===== src/rtl/tetris_pkg.sv =====
// Shared types and dimensions for the LED board scanner.
package tetris_pkg;

    localparam int unsigned ROWS  = 8;
    localparam int unsigned COLS  = 4;
    localparam int unsigned ROW_W = $clog2(ROWS);
    localparam int unsigned CNT_W = 8;
    localparam int unsigned IMG_W = ROWS * COLS;

    // Board image: element r is row r, bit c within it is column c.
    typedef logic [ROWS-1:0][COLS-1:0] board_t;

    typedef enum logic [1:0] {
        ST_IDLE  = 2'd0,
        ST_LOAD  = 2'd1,
        ST_BLANK = 2'd2,
        ST_DRIVE = 2'd3
    } scan_state_e;

endpackage


===== src/rtl/row_dec.sv =====
// 3-to-8 one-hot row decoder with an all-off enable.
module row_dec
    import tetris_pkg::*;
(
    input  logic [ROW_W-1:0] row_idx,
    input  logic             en,
    output logic [ROWS-1:0]  row_onehot_c
);

    // Exactly one bit when enabled, none otherwise.
    always_comb begin
        row_onehot_c = '0;
        if (en) begin
            row_onehot_c[row_idx] = 1'b1;
        end
    end

endmodule


===== src/rtl/board_scan.sv =====
// Row-multiplexed LED board scanner: latches a board image at frame start and
// drives it row by row with a blanking gap before each row.
module board_scan
    import tetris_pkg::*;
#(
    parameter int unsigned DWELL = 16,
    parameter int unsigned BLANK = 2
) (
    input  logic             clka,
    input  logic             restart,
    input  logic             enable,
    input  logic [IMG_W-1:0] board_in,
    input  logic             board_valid,
    output logic             board_ack,
    output logic [ROWS-1:0]  row_sel,
    output logic [COLS-1:0]  col_out,
    output logic [ROW_W-1:0] scan_row,
    output logic             frame_done
);

    // Counters hold "cycles remaining minus one" so a state lasts load+1 cycles.
    localparam logic [CNT_W-1:0] DWELL_LD  = CNT_W'(DWELL - 1);
    localparam logic [CNT_W-1:0] BLANK_LD  = CNT_W'(BLANK - 1);
    localparam logic             HAS_BLANK = (BLANK != 0);

    scan_state_e      state_q, state_d;
    logic [CNT_W-1:0] cnt_q, cnt_d;
    logic [ROW_W-1:0] row_q, row_d;
    board_t           shadow_q, shadow_d;
    logic             ack_d, done_d, drive_d;
    logic [COLS-1:0]  col_d;
    logic [ROWS-1:0]  row_sel_d;

    // Next-state, counter, shadow and next-output logic.
    always_comb begin
        state_d  = state_q;
        cnt_d    = cnt_q;
        row_d    = row_q;
        shadow_d = shadow_q;
        ack_d    = 1'b0;
        done_d   = 1'b0;

        case (state_q)
            ST_IDLE: begin
                if (enable) begin
                    state_d = ST_LOAD;
                end
            end
            ST_LOAD: begin
                if (board_valid) begin
                    shadow_d = board_t'(board_in);
                    ack_d    = 1'b1;
                end
                row_d = '0;
                if (HAS_BLANK) begin
                    state_d = ST_BLANK;
                    cnt_d   = BLANK_LD;
                end else begin
                    state_d = ST_DRIVE;
                    cnt_d   = DWELL_LD;
                end
            end
            ST_BLANK: begin
                if (cnt_q == '0) begin
                    state_d = ST_DRIVE;
                    cnt_d   = DWELL_LD;
                end else begin
                    cnt_d = cnt_q - CNT_W'(1);
                end
            end
            ST_DRIVE: begin
                if (cnt_q != '0) begin
                    cnt_d = cnt_q - CNT_W'(1);
                end else if (row_q == ROW_W'(ROWS - 1)) begin
                    // Frame boundary: the only place enable is honoured.
                    done_d  = 1'b1;
                    row_d   = '0;
                    cnt_d   = '0;
                    state_d = enable ? ST_LOAD : ST_IDLE;
                end else begin
                    row_d = row_q + ROW_W'(1);
                    if (HAS_BLANK) begin
                        state_d = ST_BLANK;
                        cnt_d   = BLANK_LD;
                    end else begin
                        state_d = ST_DRIVE;
                        cnt_d   = DWELL_LD;
                    end
                end
            end
            default: begin
                state_d = ST_IDLE;
            end
        endcase

        // Outputs follow the next state so they register in step with it.
        drive_d = (state_d == ST_DRIVE);
        col_d   = drive_d ? shadow_d[row_d] : '0;
    end

    row_dec u_row_dec (
        .row_idx      (row_d),
        .en           (drive_d),
        .row_onehot_c (row_sel_d)
    );

    // State, counter, shadow buffer and registered outputs.
    always_ff @(posedge clka or posedge restart) begin
        if (restart) begin
            state_q    <= ST_IDLE;
            cnt_q      <= '0;
            row_q      <= '0;
            shadow_q   <= '0;
            board_ack  <= 1'b0;
            frame_done <= 1'b0;
            row_sel    <= '0;
            col_out    <= '0;
        end else begin
            state_q    <= state_d;
            cnt_q      <= cnt_d;
            row_q      <= row_d;
            shadow_q   <= shadow_d;
            board_ack  <= ack_d;
            frame_done <= done_d;
            row_sel    <= row_sel_d;
            col_out    <= col_d;
        end
    end

    assign scan_row = row_q;

endmodule


===== config.mk =====
export PLATFORM = sky130hd
export DESIGN_NAME = board_scan
export DESIGN_NICKNAME = d
export VERILOG_FILES = /design/src/rtl/tetris_pkg.sv /design/src/rtl/row_dec.sv /design/src/rtl/board_scan.sv
export SDC_FILE = /design/constraint.sdc
export NUM_CORES = 1
export LEC_CHECK = 0
export ABC_AREA = 0
export CORE_ASPECT_RATIO = 0.6
export CORE_MARGIN = 1
export CORE_UTILIZATION = 40
export CTS_BUF_LIST = sky130_fd_sc_hd__clkbuf_8
export DETAILED_ROUTE_END_ITERATION = 8
export RECOVER_POWER = 100
export REMOVE_ABC_BUFFERS = 1
export SLEW_MARGIN = 20
export SYNTH_ARGS = -nofsm -noshare
export SYNTH_HDL_FRONTEND = slang
export SYNTH_SLANG_ARGS = --single-unit

===== constraint.sdc =====
create_clock -name clka -period 2.95 [get_ports clka]
set_input_delay 0.885 -clock clka [delete_from_list [all_inputs] [get_ports clka]]
set_output_delay 0.885 -clock clka [all_outputs]
set_load 0.05 [all_outputs]

==> summary.md, run 1 <==
| Metric | Value |
|---|---|
| Vert. Die Dim | 66.11 um |
| Post-route clock skew | 5.046 ps |
| Final setup vio count | 0 |
| IO Port Bufs | 52 |
| CP startpoint kind | flop |
| Yosys cell types | 36 |
| Postcts setup bufs | 0 |
| Static Leakage | 1.825 nW |
| Power, Total | 1.835 mW |
| Final worst setup slack | 413.4 ps |
| Setup TNS | 0 ps |
| Cells after synthesis | 225 |
| Routed Antenna Nets | 0 |
| Placeable Area | 6359 um^2 |
| Initial antenna violation count | 0 |
| Avg Cell Area, Syn | 12.18 um^2 |
| Post-DP Area | 3379 um^2 |
| MaxCap Viol Count | 0 |
| Drt wl/cell | 15.79 um |
| Final min period | 2537 ps |
| Hold slack | 491.7 ps |
| CP Class | flop to output pin |
| Layout cells sized above 1 | 15.86% |
| CTS buffer count | 9 |
| CP delay by family, top | buffers and inverters |
| Slew Viols, Final | 0 |
| Sequential area share after synthesis | 53.88% |
| Post-CTS sizing | 0 |
| CTS Hold Bufs | 0 |
| Worst-path clk slew | 60 ps |
| CP Data Arrival Time | 1650 ps |
| Clk sinks | 59 |
| GPL Wtd Cong | 0.8199 |
| CTS Buffer Depth | 2 |
| Max frequency | 394.2 MHz |
| Slowest CP cell | dlygate4sd3_1 |
| Initial Util | 43.09% |
| First-pass GRT wire length | 9639 um |
| WP buf/inv | 1 |
| Hold Crit Class | flop to flop |
| Worst-margin pin slew | 836.2 ps |
| Status | finished, final reports clean |
| Slew HR | 44.19% |
| # rows | 22 |
| Critical Path Fanout Max | 4 |
| Vias/cell | 4.957 |
| Post-placement cell count | 358 |
| Nets | 326 |
| Initial DRC Count | 74 |
| Final cell count without fillers | 374 |
| Peak VDD IR | 242.9 uV |
| Post-placement setup slack | 396.6 ps |
| Yosys warns | 0 |
| CTS tree | yes |
| Die Wd | 108.9 um |
| Synth-to-layout area growth | 32.01% |
| Synthesized cell area | 2740 um^2 |
| Die area | 7196 um^2 |
| Seq cells post-synth | 59 |
| Pin count of the biggest net entering global routing | 41 |
| Vias in the first global route | 1810 |
| Max stage delay on crit path | 900 ps |
| First-pass detailed-route iteration total | 4 |
| Later-pin clock latency in the skew report | 330 ps |
| CTS H-tree lvls | 3 |
| All-Layer GR Usage | 18.92% |
| Vias | 1854 |
| PD cells | 507.3 nW/um^2 |
| Hold Vio Cnt, Final | 0 |
| DR DRC count | 0 |
| Final instance area | 3617 um^2 |
| Crit share post-route | 85.99% |
| Final Util | 56.89% |
| Routed WL | 5907 um |
| Antenna Cells | 0 |
| Req. time, crit path | 2070 ps |
| GR Overflow Total | 0 |
| RSZ-0062 raised after global routing | no |
| Dpl hpwl | 4270 um |
| Crit-path cells | dlygate4sd3_1 |
| Clock root buffer | clkbuf_8 |
| Critical Path Sink Type | output pin |
| I/O Pins | 53 |
## synthesized netlist by cell type (all sizes together)
| library cell | instances | area, um^2 |
|---|---|---|
| a22o | 1 | 8.760 |
| o2bb2ai | 1 | 8.760 |
| a41o | 1 | 10.01 |
| nand2 | 13 | 48.80 |
| o21ai | 13 | 65.06 |
| a21oi | 2 | 10.01 |
| and3 | 4 | 25.02 |
| buf | 6 | 57.55 |
| nor2 | 20 | 75.07 |
| mux2 | 39 | 442.9 |
| mux2i | 18 | 180.2 |
| nand3 | 4 | 20.02 |
| nor3 | 4 | 25.02 |
| or4 | 1 | 11.26 |
| o311ai | 1 | 8.760 |
| xnor2 | 2 | 17.52 |
| or2b | 2 | 17.52 |
| o41ai | 2 | 17.52 |
| and2 | 2 | 12.51 |
| o221a | 1 | 11.26 |
| o22ai | 4 | 25.02 |
| or3 | 1 | 6.260 |
| ha | 5 | 62.56 |
| clkbuf | 3 | 11.26 |
| nor3b | 1 | 7.510 |
| a22oi | 1 | 7.510 |
| nand2b | 3 | 18.77 |
| dfrtp | 59 | 1476 |
| nor4 | 2 | 12.51 |
| inv | 8 | 30.03 |
| and3b | 1 | 8.760 |
## kinds of logic after synthesis
kind of cell               count (synthesis)  synth area share (%)
adders and majority gates                  5                 2.283
muxes                                     57                 22.74
xor gates and xnor gates                   2                0.6394
DFF                                       59                 53.88
AOI/OAI and AO/OA                         27                 6.302
and+or+nand+nor                           58                 10.55
buffers and inverters                     17                 3.607
## power by group
| part | internal (mW) | leakage, nW | switching [mW] |
|---|---|---|---|
| registers | 0.834 | 0.755 | 0.00593 |
| logic | 0.0696 | 0.949 | 0.0506 |
| clock network | 0.568 | 0.122 | 0.307 |
## worst paths after layout
check	start	end	slack [ps]	cells past startpoint
worst max-delay path	scan_row[1]	scan_row[1]	410	1
worst min register to register	shadow_q[5]	shadow_q[5]	490	1
max in group asynchronous	restart	row_sel[4]	1100	3
worst max register to register	cnt_q[3]	col_out[0]	460	5
worst min-delay path	shadow_q[5]	shadow_q[5]	490	1
min in group asynchronous	restart	state_q[0]	1160	2
## state kept, by name, summed over array words and instances, names as in the netlist
signal / count
board_ack: 1
cnt_q: 8
col_out: 4
frame_done: 1
row_sel: 8
scan_row: 3
shadow_q: 32
state_q: 2
## cells in the final DEF, fill, tap and decap left out, types with 8 or more instances in the layout
| cell type | netlist | layout |
|---|---|---|
| mux2_1 | 0 | 18 |
| mux2_2 | 38 | 20 |
| nor2_1 | 20 | 20 |
| mux2i_1 | 18 | 18 |
| o21ai_0 | 11 | 12 |
| inv_1 | 8 | 8 |
| dfrtp_1 | 59 | 59 |
| clkdlybuf4s50_1 | 0 | 34 |
| clkbuf_8 | 0 | 13 |
| nand2_1 | 13 | 13 |
| dlygate4sd3_1 | 0 | 18 |
## cell type report
class	count	area (um^2)
Fill cell	572	2741
Sequential cell	59	1476
Multi-Input combinational cell	149	1156
Timing Repair Buffer	58	603.1
Clock buffer	13	178.9
Tap cell	84	105.1
Clock inverter	3	67.56
Inverter	8	30.03
## layer usage
layer  routed length [um]  up-vias  track usage, %
li1                     -      920               -
met1                 3301      865           30.42
met2                 2095       60           22.15
met3                  430        9           5.911
met4                   79        0           7.601
met5                    0        -               0
Note: power is estimated with default switching activity, not from simulation.
==> run 2: changes to the inputs <==
CELL_PAD_IN_SITES_DETAIL_PLACEMENT = 0   (was default)
CELL_PAD_IN_SITES_GLOBAL_PLACEMENT = 1   (was default)
CORE_UTILIZATION = 38   (was 40)
HOLD_SLACK_MARGIN = 0.15   (was default)
PLACE_DENSITY_LB_ADDON = 0.1   (was default)
clock period = 2.1 ns   (was 2.95 ns; I/O delays follow)
==> summary.md, run 2 (synthesized netlist as in run 1, its figures left out) <==
| Metric | Value |
|---|---|
| Status | finished, violations left (was finished, final reports clean) |
| Failing checks | design-rule violations, negative setup slack |
| Slew HR | 45.95% (was 44.19%) |
| CTS buffer count | 9 (unchanged) |
| Synth-to-layout area growth | 46.03% (was 32.01%) |
| Placeable Area | 6820 um^2 (was 6359 um^2) |
| Initial DRC Count | 81 (was 74) |
| Vias in the first global route | 2047 (was 1810) |
| Dpl hpwl | 4476 um (was 4270 um) |
| Final worst setup slack | -93.48 ps (was 413.4 ps) |
| Clock root buffer | clkbuf_8 (unchanged) |
| Layout cells sized above 1 | 30.79% (was 15.86%) |
| Routed WL | 6711 um (was 5907 um) |
| GPL Wtd Cong | 0.8193 (was 0.8199) |
| Drt wl/cell | 16.17 um (was 15.79 um) |
| Clk sinks | 59 (unchanged) |
| MaxCap Viol Count | 0 (unchanged) |
| Crit-path cells | or4_4 -> o311ai_2 -> and2_4 -> buf_12 -> buf_12 -> mux2i_2 -> mux2_4 -> o22ai_2 (was dlygate4sd3_1) |
| Setup TNS | -351.4 ps (was 0 ps) |
| Power, Total | 2.331 mW (was 1.835 mW) |
| # rows | 23 (was 22) |
| Critical Path Fanout Max | 8 (was 4) |
| Cell mode on critical path | buf_12 |
| Critical Path Sink Type | flop (was output pin) |
| Peak VDD IR | 374.0 uV (was 242.9 uV) |
| Hold Vio Cnt, Final | 0 (unchanged) |
| Fillers | 580 (was 572) |
| Later-pin clock latency in the skew report | 340 ps (was 330 ps) |
| Final min period | 2193 ps |
| Hold Crit Class | flop to flop (unchanged) |
| Nets | 364 (was 326) |
| Max stage delay on crit path | 570 ps (was 900 ps) |
| I/O Pins | 53 (unchanged) |
| Crit share post-route | 104.5% |
| Post-route clock skew | 6.688 ps (was 5.046 ps) |
| First-pass GRT wire length | 10580 um (was 9639 um) |
| Most common cell after layout, fill and taps aside | dfrtp_1 (unchanged) |
| First-pass detailed-route iteration total | 8 (was 4) |
| Max reg flops | 32 (unchanged) |
| Die area | 7565 um^2 (was 7196 um^2) |
| CTS Hold Bufs | 0 (unchanged) |
| Most frequent cells in the layout | dfrtp_1, clkdlybuf4s50_1, buf_4, nor2_1, mux2_1 (was dfrtp_1, clkdlybuf4s50_1, nor2_1, mux2_2) |
| FF+latch area | 1476 um^2 (unchanged) |
| Routed Antenna Nets | 0 (unchanged) |
| Req. time, crit path | 2330 ps (was 2070 ps) |
| CTS Buffer Depth | 2 (unchanged) |
| CP delay by family, top | simple AND/OR/NAND/NOR gates (was buffers and inverters) |
| All-Layer GR Usage | 19.35% (was 18.92%) |
| CP startpoint kind | flop (unchanged) |
| Top Registers | shadow_q: 32 flops, cnt_q: 8 flops, row_sel: 8 flops (unchanged) |
| DR DRC count | 7 (was 0) |
| Multi-input gate area | 1291 um^2 (was 1156 um^2) |
| Vias/cell | 4.916 (was 4.957) |
| PD cells | 582.7 nW/um^2 (was 507.3 nW/um^2) |
| WP buf/inv | 2 (was 1) |
| Slew Viols, Final | 0 (unchanged) |
| CP Data Arrival Time | 2420 ps (was 1650 ps) |
| CTS H-tree lvls | 3 (unchanged) |
| Vert. Die Dim | 67.78 um (was 66.11 um) |
| Initial Util | 40.18% (was 43.09%) |
| Antenna Cells | 0 (unchanged) |
| Vias | 2040 (was 1854) |
| CTS tree | yes (unchanged) |
| CP Class | flop to flop (was flop to output pin) |
| RSZ-0062 raised after global routing | yes (was no) |
| IO Port Bufs | 52 (unchanged) |
| GR Overflow Total | 0 (unchanged) |
| Max frequency | 455.9 MHz |
| Worst-margin pin slew | 810.7 ps (was 836.2 ps) |
| Pin count of the biggest net entering global routing | 60 (was 41) |
| Slowest CP cell | or4_4 (was dlygate4sd3_1) |
| Top reg by flops | shadow_q (unchanged) |
| Initial antenna violation count | 0 (unchanged) |
| Final setup vio count | 8 (was 0) |
| Die Wd | 111.6 um (was 108.9 um) |
| Worst-path clk slew | 60 ps (about the same) |
| Static Leakage | 2.062 nW (was 1.825 nW) |
run 2: cell count changes in the layout (fill, tap and decap cells not counted), moves of 2 or more:
cell / delta
o22ai_2: +3
dlygate4sd2_1: +9
mux2_4: +5
dlygate4sd3_1: -16
mux2_2: -5
inv_2: +2
buf_6: +3
clkbuf_1: +5
buf_4: +30
o22ai_1: -3
clkbuf_2: +3
clkbuf_8: -3
buf_12: +2
buf_16: +2
run 2: area by class of cell:
type                       instances  share of cell area, %
clock buffer                      10                  3.440
inverter                           8                 0.7505
clock inverter                     6                  1.251
tap                               87                  2.720
sequential                        59                  36.90
timing repair buffer              96                  22.67
multi-input combinational        149                  32.27
run 2: power breakdown:
group / internal (mW) / switching [mW]
Sequential: 1.17 / 0.00899
Combinational: 0.0970 / 0.0738
Clock: 0.561 / 0.419
Total: 1.83 / 0.502
run 2: per-stage QoR:
step | std cells | utilization, % | setup slack (ps) | instance area (um^2) | hold WS [ps]
floorplan | 216 | - | -548.9 | 2671 | 465.5
global placement | 389 | 52.58 | -195.3 | 3586 | 476.1
detailed placement | 389 | 52.58 | -226.7 | 3586 | 483.4
CTS | 414 | 58.41 | -81.11 | 3984 | 497.3
global route | 415 | 58.67 | -183.7 | 4001 | 508.3
finish | 415 | 58.67 | -93.48 | 4001 | 491.7
run 2: final timing paths:
path                            cells after the start            to  slack [ps]         start
worst max-delay path                                8    col_out[2]         -90      cnt_q[4]
worst min-delay path                                1  shadow_q[16]         490  shadow_q[16]
worst max register to register                      8    col_out[2]         -90      cnt_q[4]
worst min register to register                      1  shadow_q[16]         490  shadow_q[16]
max in group asynchronous                           3  shadow_q[24]         580       restart
min in group asynchronous                           3      cnt_q[3]         990       restart
run 2: routing by layer:
| metal | global-route usage (%) | up-vias | share of wire [%] |
|---|---|---|---|
| met5 | 0 | - | 0 |
| met4 | 7.601 | 0 | 1.1 |
| met3 | 6.912 | 9 | 6.1 |
| met2 | 27.33 | 54 | 41 |
| met1 | 26.97 | 985 | 52 |
| li1 | - | 992 | - |
run 2: worst reg2reg max path, stage by stage (launching register included):
cell      delay, ps
dfrtp_1         380
or4_4           570
o311ai_2        230
and2_4          220
buf_12          140
buf_12          110
mux2i_2         210
mux2_4          180
o22ai_2          60
run 2: what timing repair did:
item | 4_1_cts | 5_1_grt
endpoints found under the setup margin | 21 | 16
cloned | 2 | 0
pin swaps | 5 | 7
setup buffers | 7 | 1
resized for setup | 30 | 11
